## config.mk

```make
export PLATFORM = sky130hd
export DESIGN_NAME = jt12_sh_acc
export DESIGN_NICKNAME = d
export VERILOG_FILES = /design/src/rtl/jt12_sh_acc.sv
export SDC_FILE = /design/constraint.sdc
export NUM_CORES = 1
export LEC_CHECK = 0
export ABC_CLOCK_PERIOD_IN_PS = 4800
export CAP_MARGIN = 30
export CELL_PAD_IN_SITES_DETAIL_PLACEMENT = 0
export CELL_PAD_IN_SITES_GLOBAL_PLACEMENT = 1
export CORE_UTILIZATION = 31
export CTS_BUF_LIST = sky130_fd_sc_hd__clkbuf_4
export CTS_CLUSTER_SIZE = 24
export DETAILED_ROUTE_END_ITERATION = 8
export MAX_ROUTING_LAYER = met4
export PLACE_DENSITY = 0.56
export SYNTH_ARGS = -nofsm -noshare
export SYNTH_HDL_FRONTEND = slang
export SYNTH_SLANG_ARGS = --single-unit
```

## constraint.sdc

```tcl
create_clock -name clk -period 4.8 [get_ports clk]
set_input_delay 1.44 -clock clk [delete_from_list [all_inputs] [get_ports clk]]
set_output_delay 1.44 -clock clk [all_outputs]
set_load 0.02 [all_outputs]
```

## src/rtl/jt12_sh_acc.sv

```systemverilog
// Time-multiplexed per-lane accumulator over a recirculating loop of `lanes` stages.
// Define JT12_SHACC_SAT_EN to clamp out-of-range sums and pulse ovf; default build wraps.
`timescale 1ns/1ps
module jt12_sh_acc #(
  parameter int unsigned win   = 14,
  parameter int unsigned wout  = 15,
  parameter int unsigned lanes = 6,
  parameter int unsigned ops   = 4
) (
  input  logic                                         rst,
  input  logic                                         clk,
  input  logic                                         clk_en,
  input  logic                                         zero,
  input  logic signed [win-1:0]                        din,
  input  logic                                         en,
  output logic signed [wout-1:0]                       dout,
  output logic [((lanes > 1) ? $clog2(lanes) : 1)-1:0] dout_lane,
  output logic                                         dout_valid,
  output logic                                         locked,
  output logic                                         sync_err,
  output logic                                         ovf
);

  localparam int unsigned LW = (lanes > 1) ? $clog2(lanes) : 1;
  localparam int unsigned OW = (ops > 1) ? $clog2(ops) : 1;

  logic [LW-1:0]   r_lane;
  logic [OW-1:0]   r_op;
  logic            r_locked;
  logic [wout-1:0] r_loop [lanes];
  logic [wout-1:0] r_dout;
  logic [LW-1:0]   r_dout_lane;
  logic            r_valid;
  logic            r_sync_err;

  logic [LW-1:0]   w_lane;
  logic [OW-1:0]   w_op;
  logic [LW-1:0]   w_lane_nx;
  logic [OW-1:0]   w_op_nx;
  logic            w_last_lane;
  logic            w_last_op;
  logic [wout-1:0] w_head;
  logic [wout-1:0] w_base;
  logic signed [wout-1:0] w_add;
  logic [wout-1:0] w_sum;
  logic            w_lock;
  logic            w_emit;
  logic            w_sync_err;
`ifdef JT12_SHACC_SAT_EN
  logic [wout:0]   w_sum_x;
  logic            w_clip;
  logic            r_ovf;
`endif

  // Slot decode, next slot, and the per-tick add into the loop head.
  always_comb begin
    w_lane      = zero ? '0 : r_lane;
    w_op        = zero ? '0 : r_op;
    w_last_lane = (w_lane == LW'(lanes - 1));
    w_last_op   = (w_op == OW'(ops - 1));
    w_lane_nx   = w_last_lane ? '0 : w_lane + LW'(1);
    w_op_nx     = w_op;
    if (w_last_lane) begin
      w_op_nx = w_last_op ? '0 : w_op + OW'(1);
    end
    w_head      = r_loop[lanes-1];
    // op 0 starts a fresh lane sum so stale or partial contents never carry over
    w_base      = (w_op == '0) ? '0 : w_head;
    w_add       = en ? wout'(din) : '0;
`ifdef JT12_SHACC_SAT_EN
    w_sum_x     = {w_base[wout-1], w_base} + {w_add[wout-1], w_add};
    w_clip      = w_sum_x[wout] ^ w_sum_x[wout-1];
    w_sum       = w_sum_x[wout-1:0];
    if (w_clip) begin
      w_sum = w_sum_x[wout] ? {1'b1, {(wout-1){1'b0}}} : {1'b0, {(wout-1){1'b1}}};
    end
`else
    w_sum       = w_base + w_add;
`endif
    w_lock      = r_locked | zero;
    w_emit      = w_last_op & w_lock;
    w_sync_err  = zero & r_locked & ((r_lane != '0) | (r_op != '0));
  end

  // State advances only on clk_en; the pulse outputs self-clear on every edge.
  always_ff @(posedge clk or posedge rst) begin
    if (rst) begin
      r_lane      <= '0;
      r_op        <= '0;
      r_locked    <= 1'b0;
      for (int i = 0; i < int'(lanes); i++) r_loop[i] <= '0;
      r_dout      <= '0;
      r_dout_lane <= '0;
      r_valid     <= 1'b0;
      r_sync_err  <= 1'b0;
`ifdef JT12_SHACC_SAT_EN
      r_ovf       <= 1'b0;
`endif
    end else begin
      r_valid    <= 1'b0;
      r_sync_err <= 1'b0;
`ifdef JT12_SHACC_SAT_EN
      r_ovf      <= 1'b0;
`endif
      if (clk_en) begin
        r_lane     <= w_lane_nx;
        r_op       <= w_op_nx;
        r_locked   <= w_lock;
        r_loop[0]  <= w_sum;
        for (int i = 1; i < int'(lanes); i++) r_loop[i] <= r_loop[i-1];
        r_sync_err <= w_sync_err;
`ifdef JT12_SHACC_SAT_EN
        r_ovf      <= w_clip;
`endif
        if (w_emit) begin
          r_dout      <= w_sum;
          r_dout_lane <= w_lane;
          r_valid     <= 1'b1;
        end
      end
    end
  end

  assign dout       = r_dout;
  assign dout_lane  = r_dout_lane;
  assign dout_valid = r_valid;
  assign locked     = r_locked;
  assign sync_err   = r_sync_err;
`ifdef JT12_SHACC_SAT_EN
  assign ovf        = r_ovf;
`else
  assign ovf        = 1'b0;
`endif

endmodule

```

==> metrics, run 1 <==
Post-route DRC 0; worst vdd ir around 0.16 mV; worst slew pin tran 749 ps; R2R depth 11; number of antenna violations at the first check in global routing 1; status finished clean; uppermost metal layer occupied by signal nets met4; endpoint required time on the critical path around 5200 ps; Setup TNS 0 ps; post-route cell area 6140 um^2; overall routed net length 11100 um; Crit Path Max Fanout 10; buffer levels on the longest clock path 2; filler instances 1641; register bit total from synthesis 116; first-pass GRT wire length between 15000 and 20000 um; smallest hold slack between 400 and 500 ps; insertion delay of the later-clocked pin in the worst-skew pair 520 ps; Wirelength per Cell around 16 um; Worst Path Arrival 4480 ps; Hold-fix buffers, CTS 0; reported max-cap violation count 0; cell accounting for the most synthesized area dfrtp_1; number of buffers inserted by post-CTS setup repair 0; share of final-layout standard cells stronger than drive strength 1 24.4%; most frequently used cell type in the post-synthesis netlist dfrtp_1; final HPWL from detailed placement 7550 um; main area contributors after synthesis dfrtp_1 55%, mux2_2 17%, ha_1 3.8%; number of buffers inserted during clock tree synthesis 17; Post-synth EDFFs 0; Setup violations, final 0; adder and majority cell fraction of the synthesized area under 10%; signed area change from the synthesized netlist to the final layout 16.9%; hold crit path type reg2reg; startpoint of the worst hold path dout[1]; cell count of the worst hold path 2; met3 wire len roughly 260 um; Synth top area share a little under three fifths; CTS-repair resized insts 0; via count of the first global-routing pass about 3500; maximum number of pins on one net before global-route repair 65; endpoint class of the critical path flop; per-instance average area after synthesis about 12 um^2; setup repair after global routing missed its margin false; number of I/O port buffers 39; static leakage power about 2.8 nW; std cell rows 47; Final Hold Viols 0; worst hold endpoint dout[1]; ys async rst share between 90% and 100%; clk sink count about 120; clock skew after layout 25.4 ps; DRC violation total after the first TritonRoute iteration 142; TritonCTS clock tree yes; Setup crit start kind primary input; initial cell density of the core 31.7%; Worst-path clk slew 90 ps; leading post-synthesis cells by instance count 116 x dfrtp_1, 78 x mux2_2, 42 x nand2_1; time the final worst path needs with I/O delays and setup 4070 ps; maximum frequency from static timing analysis 246 MHz; reg-to-reg startpoint r_op[0]; instance area at placement 5910 um^2; setup slack of the worst register-to-register path 1770 ps; met1 WL 5430 um; CORE AREA about 17000 um^2; dominant combinational cell family by area after synthesis multiplexers; final estimated routing congestion in global placement 0.810; DR pass1 iterations 4; count of vias placed by the detailed router 3302; basic-gate share of the synthesized area counting and, or, nand and nor cells 11.1%; xor/xnor share of the synthesized area 1.33%; floorplan die area 17500 um^2; Pwr per Cell Area 369 nW/um^2; Yosys Warn Count 0; headroom to the max-slew limit 49.8%; synthesized cell area 5260 um^2; number of nets still failing antenna checks after routing 0; Main synth FF type dfrtp_1; Overflow after GRT 0; Clock Root Buffer clkbuf_4; ratio of routed vias to standard cells 4.66; number of nets in the layout 515; number of standard cells after synthesis between 400 and 500; boundary pin count 41; kind of critical path in2reg; vertical die dimension 132 um; H-Tree Depth 4; Seq/Total Area, Yosys ~55%; Die X-Extent 132 um; Met2 Wirelength 5220 um; post-route fraction of the period consumed by the critical path between 80% and 90%; max-slew violations 0; end of the worst register-to-register path dout[14]; portion of netlist area occupied by mux cells 16.9%; net count of the mapped netlist 470; total power consumption of the routed design 0.00227 W; number of distinct library cells after synthesis 49; GRT Overall Usage 14.4%; fraction of the mapped netlist area in compound gates 8.86%
-- sequential cells by signal, indices dropped and copies added (netlist names) --
signal      count
locked          1
r_loop         75
r_lane          3
w_head         15
dout_valid      1
dout_lane       3
r_op            2
dout           15
sync_err        1
-- power by group --
part	total, W	switching, W	internal, W
Combinational	0.000368	0.000158	0.000211
Sequential	0.00126	0.0000974	0.00116
Clock	0.000638	0.000346	0.000292
-- per-layer routing --
metal / vias to the layer above / track usage (%)
met4: 0 / 5.17
met5: - / -
met3: 8 / 3.38
li1: 1624 / -
met1: 1627 / 18.6
met2: 43 / 21.9
-- kinds of logic after synthesis --
kind of cell               Yosys count
adders and majority gates           17
other                                1
muxes                               79
AOI/OAI and AO/OA                   70
xor gates and xnor gates             8
and+or+nand+nor                    112
buffers and inverters               31
DFF                                116
-- through the flow --
stage	utilization, %	setup WS, ps	std cells
finish	37.0	729	709
global route	37.0	537	709
CTS	37.0	742	708
detailed placement	35.6	149	680
global placement	35.6	251	680
floorplan	-	288	434
-- placed cells by master (no fill, tap or decap), drive strengths merged, types with 5 or more instances in the layout --
cell type and n:
dfrtp 116, a21oi 15, ha 16, clkinv 9, nor2 9, clkdlybuf4s50 38, inv 9, nand2 43
nor2b 17, nand3 8, buf 9, o21ai 20, mux2 78, clkbuf 18, a21o 5, o31ai 7
and2 14
-- critical path, stage by stage --
cell and delay [ps]:
clkdlybuf4s50_1 570, nand2b_1 170, ha_1 290, buf_4 240, nor2b_1 70, ha_1 450, and3_4 270, nand2_2 80
or4_4 520, and3_4 200, o31ai_1 190
-- how the worst max path moves through the flow --
stage / startpoint / endpoint / slack [ps] / cells past startpoint
3_3_place_gp: zero / r_loop[89] / 250 / 11
2_1_floorplan: rst / dout[0] / 290 / 1
5_1_grt: zero / dout[8] / 540 / 11
6_report: zero / dout[14] / 730 / 11
3_5_place_dp: zero / dout[14] / 150 / 11
4_1_cts: zero / dout[14] / 740 / 11
-- area by class of cell --
class | instances | area [um^2] | share of cell area (%)
sequential | 116 | 2900 | 47.3
inverter | 10 | 40.0 | 0.652
tap | 220 | 275 | 4.48
clock buffer | 18 | 135 | 2.20
antenna | 1 | 2.50 | 0.0407
clock inverter | 10 | 93.8 | 1.53
multi-input combinational | 287 | 2230 | 36.3
timing repair buffer | 47 | 460 | 7.50
No activity file was read; power rests on OpenSTA's default activity.
==> inputs of run 2 (changes only) <==
- ABC_CLOCK_PERIOD_IN_PS: 4800 -> 3840
- clock period: 4.8 -> 3.84 ns (I/O delays scaled with it)
==> metrics, run 2 (synthesis results as in run 1) <==
Worst Path Arrival 3950 ps (-530 ps); buffer levels on the longest clock path 2 (unchanged); H-Tree Depth 4 (unchanged); Setup crit start kind primary input; Overflow after GRT 0 (unchanged); Crit path largest cell delay 500 ps (-70 ps); initial cell density of the core 31.7% (unchanged); post-route fraction of the period consumed by the critical path 92.0%; number of nets in the layout 548 (+6.4%); maximum frequency from static timing analysis around 280 MHz; number of buffers inserted during clock tree synthesis 17 (unchanged); Worst-path clk slew 100 ps (about the same); ratio of routed vias to standard cells 4.67 (+0.36%); total net switching power 0.000775 W (+29%); floorplan die area 17500 um^2 (unchanged); cell-internal power 0.00221 W (+32%); Die X-Extent 132 um (unchanged); clk sink count 116 (unchanged); cell with the largest stage delay on the worst path clkdlybuf4s50_1; final estimated routing congestion in global placement 0.783 (-3.4%); Hold-fix buffers, CTS 0 (unchanged); Setup TNS 0 ps (unchanged); overall routed net length 11100 um (+0.39%); total power consumption of the routed design 0.00298 W (+32%); hold crit path type reg2reg; boundary pin count 41 (unchanged); most common library cell in the layout ignoring fill and taps dfrtp_1; reported max-cap violation count 0 (unchanged); endpoint class of the critical path flop; insertion delay of the later-clocked pin in the worst-skew pair 520 ps (about the same); Sequential Power Share 52.8% (-2.8 points); smallest hold slack 487 ps (+3.78 ps); number of nets still failing antenna checks after routing 0 (unchanged); final HPWL from detailed placement 7640 um (+1.3%); number of antenna violations at the first check in global routing 1 (unchanged); CORE AREA 16600 um^2 (unchanged); number of buffers inserted by post-CTS setup repair 0 (unchanged); CTS-repair resized insts 0 (unchanged); DR pass1 iterations 4 (unchanged); share of final-layout standard cells stronger than drive strength 1 30.3% (+5.9 points); TritonCTS clock tree yes; Pwr per Cell Area 463 nW/um^2 (+25%); kind of critical path in2reg; busiest layer in global routing met2; signed area change from the synthesized netlist to the final layout 22.7%; M3 GR Usage 4.19% (+0.81 points); global routing met2 resource utilization 22.0% (+0.15 points); first-pass GRT wire length 18500 um (-0.67%); chain of cells forming the critical path clkdlybuf4s50_1 > nand2b_1 > ha_1 > nor2b_1 > ha_1 > fa_1 > a21o_1 > a221oi_2 > or4_4 > a21oi_1 > o31ai_1; register ranked first by flip-flop count r_loop; global-route met1 utilization 17.7% (-0.92 points); max-slew violations 0 (unchanged); setup repair after global routing missed its margin false; DRC violation total after the first TritonRoute iteration 109 (-23%); Setup violations, final 0 (unchanged); headroom to the max-slew limit 56.1% (+6.3 points); count of vias placed by the detailed router 3487 (+5.6%); worst slew pin tran 658 ps (-91.2 ps); via count of the first global-routing pass 3631 (+4.2%); clock skew after layout 17.4 ps (-8.01 ps); time the final worst path needs with I/O delays and setup 3530 ps; proportion of total power due to net switching 26.0% (-0.52 points); Wirelength per Cell 14.9 um (-4.6%); Final Hold Viols 0 (unchanged); endpoint required time on the critical path 4260 ps (-950 ps); worst vdd ir 0.269 mV (+68%); status finished clean; static leakage power 2.98 nW (+6.7%); std cell rows 47 (unchanged); Clk network pwr share 30.6% (+2.5 points); Crit Path Max Fanout 5 (-5); number of I/O port buffers 39 (unchanged); vertical die dimension 132 um (unchanged); Post-route DRC 0 (unchanged); GRT Overall Usage 14.2% (-0.15 points); Logic pwr share 16.6% (+0.4 points); maximum number of pins on one net before global-route repair 117 (+80%); most frequent cell on the critical path ha_1; Clock Root Buffer clkbuf_4; top library cells by usage in the layout, fill and taps aside 116 x dfrtp_1, 78 x mux2_2, 42 x nand2_1; max FFs per register 75 (unchanged)
==> run 2: cell types whose count changed in the layout (fill, tap and decap cells not counted) <==
| cell | previous run | this run |
|---|---|---|
| clkbuf_4 | 18 | 20 |
| buf_4 | 8 | 41 |
| clkinv_2 | 3 | 5 |
| inv_4 | 1 | 0 |
| clkinv_1 | 6 | 3 |
| bufinv_16 | 2 | 3 |
| clkinvlp_4 | 0 | 3 |
==> run 2: path summary, 6_finish.rpt <==
path	from	endpoint	slack, ps	cells past startpoint
worst max-delay path	zero	dout[14]	310	11
worst max register to register	r_op[0]	dout[14]	960	11
worst min-delay path	dout[1]	dout[1]	490	2
worst min register to register	dout[1]	dout[1]	490	2
min in group asynchronous	rst	r_loop[57]	1110	3
max in group asynchronous	rst	w_head[2]	2190	3
==> run 2: routing by layer <==
| metal | vias to the layer above | routed length [um] |
|---|---|---|
| met5 | - | 0 |
| met4 | 0 | 117 |
| met3 | 9 | 315 |
| met2 | 34 | 5250 |
| met1 | 1743 | 5420 |
| li1 | 1701 | - |
==> run 2: worst max-delay path: cells and delay by family <==
kind | cells | cell delay, ps
AO/OA/AOI/OAI | 4 | 970
adder cells (fa/ha/maj) | 3 | 860
AND/OR/NAND/NOR | 3 | 450
buffers and inverters | 1 | 500
==> run 2: through the flow <==
stage / std cells / instance area, um^2 / utilization (%) / worst slack, ps
2_1_floorplan: 434 / 5260 / - / 39.0
3_3_place_gp: 713 / 6160 / 37.1 / -203
3_5_place_dp: 713 / 6160 / 37.1 / -273
4_1_cts: 745 / 6450 / 38.9 / 308
5_1_grt: 746 / 6450 / 38.9 / 128
6_report: 746 / 6450 / 38.9 / 306
==> run 2: power groups by stage <==
stage / clock network [W] / registers (W) / logic, W
after floorplan: 0 / 0.00156 / 0.000367
after global placement: 0 / 0.00160 / 0.000490
after detailed placement: 0 / 0.00160 / 0.000502
after CTS: 0.000952 / 0.00158 / 0.000505
after global routing: 0.00100 / 0.00161 / 0.000550
final: 0.000913 / 0.00158 / 0.000495
==> run 2: cell type report <==
class,count,area (um^2)
Tap cell,220,275
Multi-Input combinational cell,287,2230
Fill cell,1641,10100
Inverter,10,41.3
Antenna cell,1,2.50
Timing Repair Buffer,80,708
Clock buffer,20,150
Sequential cell,116,2900
Clock inverter,12,138
